--- config.mk ---
export PLATFORM = sky130hd
export DESIGN_NAME = pu_wb
export DESIGN_NICKNAME = d
export VERILOG_FILES = /design/src/rtl/pu_wb_pkg.sv /design/src/rtl/pu_wb_fifo.sv /design/src/rtl/pu_wb.sv
export SDC_FILE = /design/constraint.sdc
export NUM_CORES = 1
export LEC_CHECK = 0
export CORE_AREA = 2 2 125 127
export CTS_BUF_LIST = sky130_fd_sc_hd__clkbuf_8 sky130_fd_sc_hd__clkbuf_16
export DETAILED_ROUTE_END_ITERATION = 8
export DIE_AREA = 0 0 127 129
export GPL_TIMING_DRIVEN = 0
export PLACE_DENSITY_LB_ADDON = 0.3
export SYNTH_ARGS = -nofsm -noshare
export SYNTH_HDL_FRONTEND = slang
export SYNTH_SLANG_ARGS = --single-unit
export TNS_END_PERCENT = 50
--- constraint.sdc ---
create_clock -name clk -period 7.4 [get_ports clk]
set_input_delay 1.11 -clock clk [delete_from_list [all_inputs] [get_ports clk]]
set_output_delay 1.11 -clock clk [all_outputs]
set_load 0.005 [all_outputs]
--- src/rtl/pu_wb_pkg.sv ---
// Shared widths and slot layout for the pu_wb writeback stage.
package pu_wb_pkg;

  localparam int unsigned PID_NUM = 4;
  localparam int unsigned PID_W   = 2;
  localparam int unsigned ADDR_W  = 5;
  localparam int unsigned DATA_W  = 32;
  localparam int unsigned DEPTH   = 2;
  localparam int unsigned CNT_W   = 2;

  typedef struct packed {
    logic              valid;
    logic [PID_W-1:0]  pid;
    logic [ADDR_W-1:0] addr;
    logic              en;
    logic [DATA_W-1:0] data;
  } wb_slot_t;

  function automatic logic pid_hit(input logic fl_en, input logic [PID_W-1:0] a,
                                   input logic [PID_W-1:0] b);
    return fl_en && (a == b);
  endfunction

endpackage

--- src/rtl/pu_wb_fifo.sv ---
// Two-entry circular buffer for pipeline results with a flush-by-pid valid clear.
module pu_wb_fifo
  import pu_wb_pkg::*;
(
  input  logic             clk,
  input  logic             rst,
  input  logic             push,
  input  wb_slot_t         push_slot,
  input  logic             pop,
  input  logic             flush_en,
  input  logic [PID_W-1:0] flush_pid,
  output wb_slot_t         head,
  output logic [CNT_W-1:0] count
);

  wb_slot_t         slot_q [DEPTH];
  wb_slot_t         slot_d [DEPTH];
  logic             rd_ptr_q, rd_ptr_d;
  logic [CNT_W-1:0] count_q, count_d;
  logic             wr_ptr;

  always_comb begin
    for (int unsigned i = 0; i < DEPTH; i++) begin
      slot_d[1'(i)] = slot_q[1'(i)];
    end
    rd_ptr_d = rd_ptr_q;
    count_d  = count_q;
    wr_ptr   = rd_ptr_q ^ count_q[0];

    // Flushed slots keep their place so ordering and occupancy are unaffected.
    for (int unsigned i = 0; i < DEPTH; i++) begin
      if (pid_hit(flush_en, slot_q[1'(i)].pid, flush_pid)) begin
        slot_d[1'(i)].valid = 1'b0;
      end
    end

    if (push) begin
      slot_d[wr_ptr]       = push_slot;
      slot_d[wr_ptr].valid = push_slot.valid && !pid_hit(flush_en, push_slot.pid, flush_pid);
    end

    if (pop) begin
      rd_ptr_d = ~rd_ptr_q;
    end

    case ({push, pop})
      2'b10:   count_d = count_q + CNT_W'(1);
      2'b01:   count_d = count_q - CNT_W'(1);
      default: count_d = count_q;
    endcase
  end

  always_ff @(posedge clk or posedge rst) begin
    if (rst) begin
      for (int unsigned i = 0; i < DEPTH; i++) begin
        slot_q[1'(i)] <= '0;
      end
      rd_ptr_q <= 1'b0;
      count_q  <= '0;
    end else begin
      for (int unsigned i = 0; i < DEPTH; i++) begin
        slot_q[1'(i)] <= slot_d[1'(i)];
      end
      rd_ptr_q <= rd_ptr_d;
      count_q  <= count_d;
    end
  end

  assign head  = slot_q[rd_ptr_q];
  assign count = count_q;

endmodule

--- src/rtl/pu_wb.sv ---
// Writeback stage: merges load returns and buffered pipeline results onto the
// single GPR write port, which also serves as the ID-stage forwarding source.
module pu_wb
  import pu_wb_pkg::*;
(
  input  logic              clk,
  input  logic              rst,
  input  logic              ex_valid,
  output logic              ex_ready,
  input  logic [PID_W-1:0]  ex_pid,
  input  logic [ADDR_W-1:0] ex_addr,
  input  logic              ex_en,
  input  logic [DATA_W-1:0] ex_data,
  input  logic              ld_valid,
  input  logic [PID_W-1:0]  ld_pid,
  input  logic [ADDR_W-1:0] ld_addr,
  input  logic [DATA_W-1:0] ld_data,
  input  logic              flush_en,
  input  logic [PID_W-1:0]  flush_pid,
  output logic [PID_W-1:0]  wr_pid,
  output logic [ADDR_W-1:0] wr_addr,
  output logic              wr_en,
  output logic [DATA_W-1:0] wr_data,
  output logic [CNT_W-1:0]  occupancy
);

  wb_slot_t          beat, head, cand;
  logic [CNT_W-1:0]  count;
  logic              xfer, have_head, pop, push, bypass, cand_live, cand_ok;
  logic [PID_W-1:0]  wr_pid_q, wr_pid_d;
  logic [ADDR_W-1:0] wr_addr_q, wr_addr_d;
  logic              wr_en_q, wr_en_d;
  logic [DATA_W-1:0] wr_data_q, wr_data_d;

  // Ready looks only at the stored count: a full buffer never accepts, even while popping.
  assign ex_ready = !rst && (count < CNT_W'(DEPTH));

  always_comb begin
    beat.valid = 1'b1;
    beat.pid   = ex_pid;
    beat.addr  = ex_addr;
    beat.en    = ex_en;
    beat.data  = ex_data;

    xfer      = ex_valid && ex_ready;
    have_head = (count != '0);
    pop       = !ld_valid && have_head;
    bypass    = !ld_valid && !have_head && xfer;
    push      = xfer && !bypass;
    cand      = have_head ? head : beat;
    cand_live = have_head || xfer;
    cand_ok   = cand.valid && !pid_hit(flush_en, cand.pid, flush_pid)
                && cand.en && (cand.addr != '0);

    wr_pid_d  = wr_pid_q;
    wr_addr_d = wr_addr_q;
    wr_data_d = wr_data_q;
    wr_en_d   = 1'b0;

    // Load returns cannot stall, so they always win the port.
    if (ld_valid) begin
      wr_pid_d  = ld_pid;
      wr_addr_d = ld_addr;
      wr_data_d = ld_data;
      wr_en_d   = (ld_addr != '0);
    end else if (cand_live) begin
      wr_pid_d  = cand.pid;
      wr_addr_d = cand.addr;
      wr_data_d = cand.data;
      wr_en_d   = cand_ok;
    end
  end

  pu_wb_fifo u_fifo (
    .clk       (clk),
    .rst       (rst),
    .push      (push),
    .push_slot (beat),
    .pop       (pop),
    .flush_en  (flush_en),
    .flush_pid (flush_pid),
    .head      (head),
    .count     (count)
  );

  always_ff @(posedge clk or posedge rst) begin
    if (rst) begin
      wr_pid_q  <= '0;
      wr_addr_q <= '0;
      wr_en_q   <= 1'b0;
      wr_data_q <= '0;
    end else begin
      wr_pid_q  <= wr_pid_d;
      wr_addr_q <= wr_addr_d;
      wr_en_q   <= wr_en_d;
      wr_data_q <= wr_data_d;
    end
  end

  assign wr_pid    = wr_pid_q;
  assign wr_addr   = wr_addr_q;
  assign wr_en     = wr_en_q;
  assign wr_data   = wr_data_q;
  assign occupancy = count;

endmodule

==> out/summary.md <==
The run finished with clean final reports. Routed via count divided by cell count: 5.32. After clock tree synthesis, the clock-pin slew on the worst setup and hold paths is 0.06 ns. With fillers left out, the area of the finished cells amounts to 8080 um^2. The Yosys step of the flow raised 0 warnings.

Summed over all layers, the global routing overflow is 0. Distinct cell type count after synthesis: 31. Walking the worst path, the cells encountered are clkdlybuf4s50_1 > nor2_1 > clkdlybuf4s50_1. The clock root buffer is sky130_fd_sc_hd__clkbuf_16. Via count: 4,578. On the worst path, the slowest cell contributes a delay of 0.56 ns.

The cell class contributing the biggest share of worst-path delay was buffers and inverters. The total setup buffers inserted after CTS was 0; the total of flip-flops plus latches after synthesis was 125. Die outline width: 127 um.

The number of remaining DRC errors is 0. Sequential cells were found to cover 52.9% of the synthesized design area. After layout, the worst path uses 48.6% of the clock period. The critical path in this run is classified as in2out.

The maximum operating frequency is 278 MHz, and the number of I/O port buffers is 126. The hold violation count in the final report came out at 0. The tools report the type of origin of the critical path as an input port.

The detailed-route wire length per cell came out at 18.4 um. The logs give 54.0% for the final standard cell utilization of the core and 40.5% for the headroom to the max-slew limit. The all-layer global routing usage was 20.1%; the worst endpoint data arrival time was 2.49 ns.

Compared with the post-synthesis result, the final layout area differs by 36.5%. The worst-case IR drop observed on VDD is 0.181 mV. For this design the ratio of total power to cell area is 421 nW/um^2. The tools report the required time at the endpoint of the critical path as 6.29 ns. For this block, the routed nets add up to 15.8 mm of wire. The share of post-route cells with drive strength above 1 is 21.5%. The buffers plus inverters on the worst setup path works out to 2. The post-synthesis average cell area came out at 11.5 um^2. Summed over all cells, the static leakage comes to 3.36 nW.

Counting I/O delays and the setup requirement, the final critical path takes 3.60 ns. The number of H-tree levels came out at 4. For this design, the sink count on the clock tree is 125. The count of boundary I/O pins came out at 129. Height of the die: 129 um.

For the pin with the worst max-slew slack, the measured transition is 0.885 ns. The run gives 0 as the final max-slew violation count. Ranked by total cell area, the synthesized netlist is headed by sky130_fd_sc_hd__dfrtp_1 53%, sky130_fd_sc_hd__mux2_2 16%, sky130_fd_sc_hd__mux2i_1 6.9%, sky130_fd_sc_hd__a211oi_1 4.1%, sky130_fd_sc_hd__o21ai_0 3.5%. Of all nets on the critical path, the largest fanout is 3. Initial antenna violation count: 0.

The first detailed-routing pass took 4 iterations. The placement-stage cell area was 7450 um^2. The tightest min-delay check is of the reg2reg type.

The logs give 0 for the number of gates resized after CTS and 11.0 mm for the total half-perimeter wirelength after legalization and detailed placement. The area of the mapped netlist was 5920 um^2; the total of endpoints with negative setup slack in the final report was 0. The later pin in the worst-skew pair is clocked with a latency of 0.42 ns. The logs give 514 for the synthesized instance count and 0 for the number of nets with antenna violations after routing. TritonCTS built the clock tree.

The repair_antennas step left the layout with diodes totalling 0. The number of max-cap violations was 0; the initial cell density of the core was 39.5%. Entering global routing, the biggest net connects 71 pins. The tools report the final-layout setup total negative slack as 0 ns. Clock tree synthesis inserted a total of 17 buffers. After filler insertion, the fill cell instance count of the layout stands at 1,302. The number of buffers inserted by hold repair at cts is 0.

The region available for standard cell placement spans 15,000 um^2. Synthesis produced a netlist with a net count of 601. The net count reported at finish came out at 747.

The run gives 4,869 as the number of global-route vias before repair. Row generation in the floorplan step produced 45 rows. The run gives 2 as the buffer levels on the longest clock path.

The post-synthesis cell type with the largest combined area is sky130_fd_sc_hd__dfrtp_1. The initial DRC count was 274. The first global-routing pass estimated 25.2 mm of wire. The congestion estimate from routability-driven global placement came to 0.797. The slowest stage cell on the critical path is sky130_fd_sc_hd__clkdlybuf4s50_1.

Setup repair after global routing left no endpoint under its margin. On the final layout, the worst clock skew is 0.00988 ns. The die covers 16,400 um^2. The proportion of netlist area held by the largest area contributor works out to 52.9%.

The dominant cell type by count on the critical path is sky130_fd_sc_hd__clkdlybuf4s50_1. STA classifies the critical path endpoint as an output pin.
layer usage:
layer	GRT usage (%)	wire length [um]	up-vias
li1	-	-	2134
met2	34.0	7810	133
met5	0	0	-
met3	4.95	831	26
met1	24.5	6830	2285
met4	8.86	350	0
worst paths after layout:
check                                start               to  slack [ns]  depth (start not counted)
min in group asynchronous              rst      wr_data[27]        1.22                          2
hold / removal                 wr_data[16]      wr_data[16]        0.48                          2
hold reg to reg                wr_data[16]      wr_data[16]        0.48                          2
max in group asynchronous              rst        async pin        5.45                          3
setup / recovery                       rst         ex_ready        3.80                          3
setup reg to reg           u_fifo.count[0]  u_fifo.count[1]        5.19                          9
layout by cell type (no fill, tap or decap), types with 4 or more instances in the layout:
cell / count
sky130_fd_sc_hd__nand2_1: 41
sky130_fd_sc_hd__nor2_1: 36
sky130_fd_sc_hd__dfrtp_1: 125
sky130_fd_sc_hd__clkdlybuf4s50_1: 126
sky130_fd_sc_hd__xor2_1: 4
sky130_fd_sc_hd__clkinvlp_4: 5
sky130_fd_sc_hd__mux2i_1: 41
sky130_fd_sc_hd__mux2_2: 86
sky130_fd_sc_hd__clkbuf_1: 16
sky130_fd_sc_hd__a21oi_1: 34
sky130_fd_sc_hd__a22oi_1: 7
sky130_fd_sc_hd__xnor2_1: 8
sky130_fd_sc_hd__clkbuf_16: 17
sky130_fd_sc_hd__a211oi_1: 32
sky130_fd_sc_hd__bufinv_16: 4
sky130_fd_sc_hd__buf_2: 16
sky130_fd_sc_hd__o21ai_0: 41
per-stage QoR:
stage	setup slack, ns	cells	total power [mW]	hold slack, ns
floorplan	2.96	514	2.00	0.457
global placement	1.23	828	2.47	0.461
detailed placement	3.82	829	2.53	0.471
CTS	3.81	861	3.43	0.483
global route	3.81	861	3.61	0.511
finish	3.80	861	3.40	0.478
worst register-to-register path: stages, from the launching register on:
cell,delay [ns]
sky130_fd_sc_hd__dfrtp_1,0.41
sky130_fd_sc_hd__buf_6,0.15
sky130_fd_sc_hd__or2_1,0.22
sky130_fd_sc_hd__buf_2,0.15
sky130_fd_sc_hd__buf_6,0.15
sky130_fd_sc_hd__buf_2,0.21
sky130_fd_sc_hd__nor2b_1,0.19
sky130_fd_sc_hd__ha_1,0.35
sky130_fd_sc_hd__nor2_1,0.14
sky130_fd_sc_hd__xor2_1,0.16
Yosys cell counts, drive strengths merged:
| library cell | instances |
|---|---|
| a211oi | 32 |
| a21oi | 34 |
| a22oi | 7 |
| a311o | 1 |
| and3 | 1 |
| buf | 22 |
| clkbuf | 18 |
| dfrtp | 125 |
| ha | 1 |
| inv | 1 |
| mux2 | 87 |
| mux2i | 41 |
| nand2 | 41 |
| nand3 | 3 |
| nand4 | 1 |
| nor2 | 36 |
| nor2b | 2 |
| nor4 | 1 |
| o211ai | 2 |
| o21ai | 42 |
| o21bai | 1 |
| or2 | 1 |
| or3 | 1 |
| or4 | 1 |
| xnor2 | 8 |
| xor2 | 4 |
report_power, final:
group,internal [mW],switching (mW),total (mW)
logic,0.728,0.572,1.30
clock network,0.572,0.315,0.887
registers,1.03,0.189,1.22
layout make-up:
type                    count  area (um^2)  share of cell area (%)
repair buffers            127         1290                    15.9
clock inverters            14          194                    2.40
flip-flops and latches    125         3130                    38.7
multi-input cells         348         2570                    31.9
well taps                 188          235                    2.91
clock buffers              18          439                    5.44
plain buffers              40          211                    2.62
inverters                   1         8.76                   0.108
cells by family (layout without fill, tap and decap cells):
| family | Yosys count | in the layout | share of synthesized area (%) |
|---|---|---|---|
| compound gates | 119 | 119 | 11.9 |
| xor+xnor | 12 | 12 | 1.78 |
| fa+ha+maj | 1 | 1 | 0.211 |
| buf+inv | 41 | 200 | 3.64 |
| flops | 125 | 125 | 52.9 |
| mux | 128 | 128 | 23.5 |
| simple gates | 88 | 88 | 6.11 |
Note: power is estimated with default switching activity, not from simulation.
==> edit (same settings) <==
Change the package constant `CNT_W` from 2 to 4.
--- a/src/rtl/pu_wb_pkg.sv
+++ b/src/rtl/pu_wb_pkg.sv
@@ -8,3 +8,3 @@
   localparam int unsigned DEPTH   = 2;
-  localparam int unsigned CNT_W   = 2;
+  localparam int unsigned CNT_W   = 4;
 
Interface: changed (resized occupancy); port bits go from 129 to 131. No check against the original RTL was run, so the function may have changed too.
==> edit against the unedited design <==
  * Hold slack improved by 24 ps
  * Final area rose by 2.6%
  * Total power fell by 7.2%
  * Setup slack improved by 230 ps
  * Synthesized area rose by 3.5%
  * Non-clock buffer count rose by 3
  * Routed wire length barely moved
  * Sequential cell count rose by 2
  * Combinational power fell by 13%
  * Die area did not move
  * Critical endpoint unchanged
  * Highest routed layer unchanged
==> edit: results (changes against the unedited design) <==
Place
  – Pre-CTS setup slack: 3710 ps (-114 ps)
  – Placed instance area: 7680 um2 (+3.2%)
  – Placed Cells: 808 (-2.5%)
  – Final HPWL DP: 11.3 mm (+2.4%)
  – Port Buffers: 129 (+2.4%)

Logic synthesis
  – Complex-gate fraction of the synthesized area: 0.149 (+0.0299)
  – Mapped Nets: 579 (-3.7%)
  – Mean post-synth cell area: 12.5 um2 (+8.5%)
  – Top post-synthesis cells by area: dfrtp_1 (52%), mux2_2 (20%), o22ai_2 (5.3%)
  – Mux contribution to synthesized area: 0.222 (-0.0130)
  – Post-synthesis xor/xnor area fraction: 0.0215 (+0.00370)
  – Seq/Total Area, Yosys: 0.519 (-0.00954)
  – Post-synthesis adder-cell area fraction: 0.00613 (+0.00402)
  – Top cells by count, synth: dfrtp_1 (127), mux2_2 (110), a21oi_1 (54)
  – Distinct cell type count after synthesis: 37 (+19%)

STA
  – Max_slew headroom: 0.492 (+0.0869)
  – Min setup slack post-route: 4040 ps (+231 ps)

Global route
  – Met3 Use GR: 0.0511 (+0.00166)
  – GRT Util Overall: 0.199 (-0.00236)
  – Vias in the first global route: 4814 (-1.1%)
  – Met2 usage: 0.342 (+0.00221)
  – Largest net degree at the start of global routing: 66 (-7.0%)

Setup path
  – R2R Path End: u_fifo.count[2]$_DFFE_PP0P_
  – Worst flop-to-flop path startpoint: u_fifo.count[2]$_DFFE_PP0P_
  – Crit path largest cell delay: 510 ps (-50 ps)
  – CP arrival: 2250 ps (-240 ps)

Finish
  – Final #Nets: 728 (-2.5%)
  – Fill cells: 1279 (-1.8%)

Power
  – Max VDD drop: 0.000185 V (+1.9%)
  – Lkg Pwr: 3.57 nW (+6.3%)

Outcome
  – Status: complete, no violations

Detailed routing
  – Metal3 WL: 788 um (-5.2%)
  – DRT met1 WL: 7.01 mm (+2.7%)
  – Drt wl/cell: 18.8 um (+2.5%)
  – Initial drt markers: 210 (-23%)

Worst hold path
  – WHS Path Cells: 1 (-1)
-- edit: cell count changes after synthesis, sizes merged, moves of 5 or more --
cell	delta
o22ai	+54
nand2	-39
nor2	-6
mux2i	-29
a21oi	+20
or4	+5
a22oi	-7
mux2	+23
a211oi	-22
o21ai	-38
-- edit: power groups by stage --
stage	clock [mW]	combinational, mW	sequential, mW
floorplan	0	0.717	1.14
global placement	0	1.11	1.15
detailed placement	0	1.14	1.18
CTS	0.866	1.15	1.17
global route	0.895	1.24	1.21
finish	0.853	1.13	1.17
-- edit: final cells by class --
class | count | area (um2) | share of cell area
inverters | 2 | 12.5 | 0.00151
clock buffers | 18 | 439 | 0.0530
well taps | 188 | 235 | 0.0284
repair buffers | 130 | 1320 | 0.159
clock inverters | 14 | 168 | 0.0202
plain buffers | 40 | 236 | 0.0285
multi-input cells | 321 | 2700 | 0.326
flip-flops and latches | 127 | 3180 | 0.383
-- edit: worst max-delay path, delay by kind of cell --
family                 cells  cell delay (ps)
buffers and inverters      2             1010
and+or+nand+nor            1              140
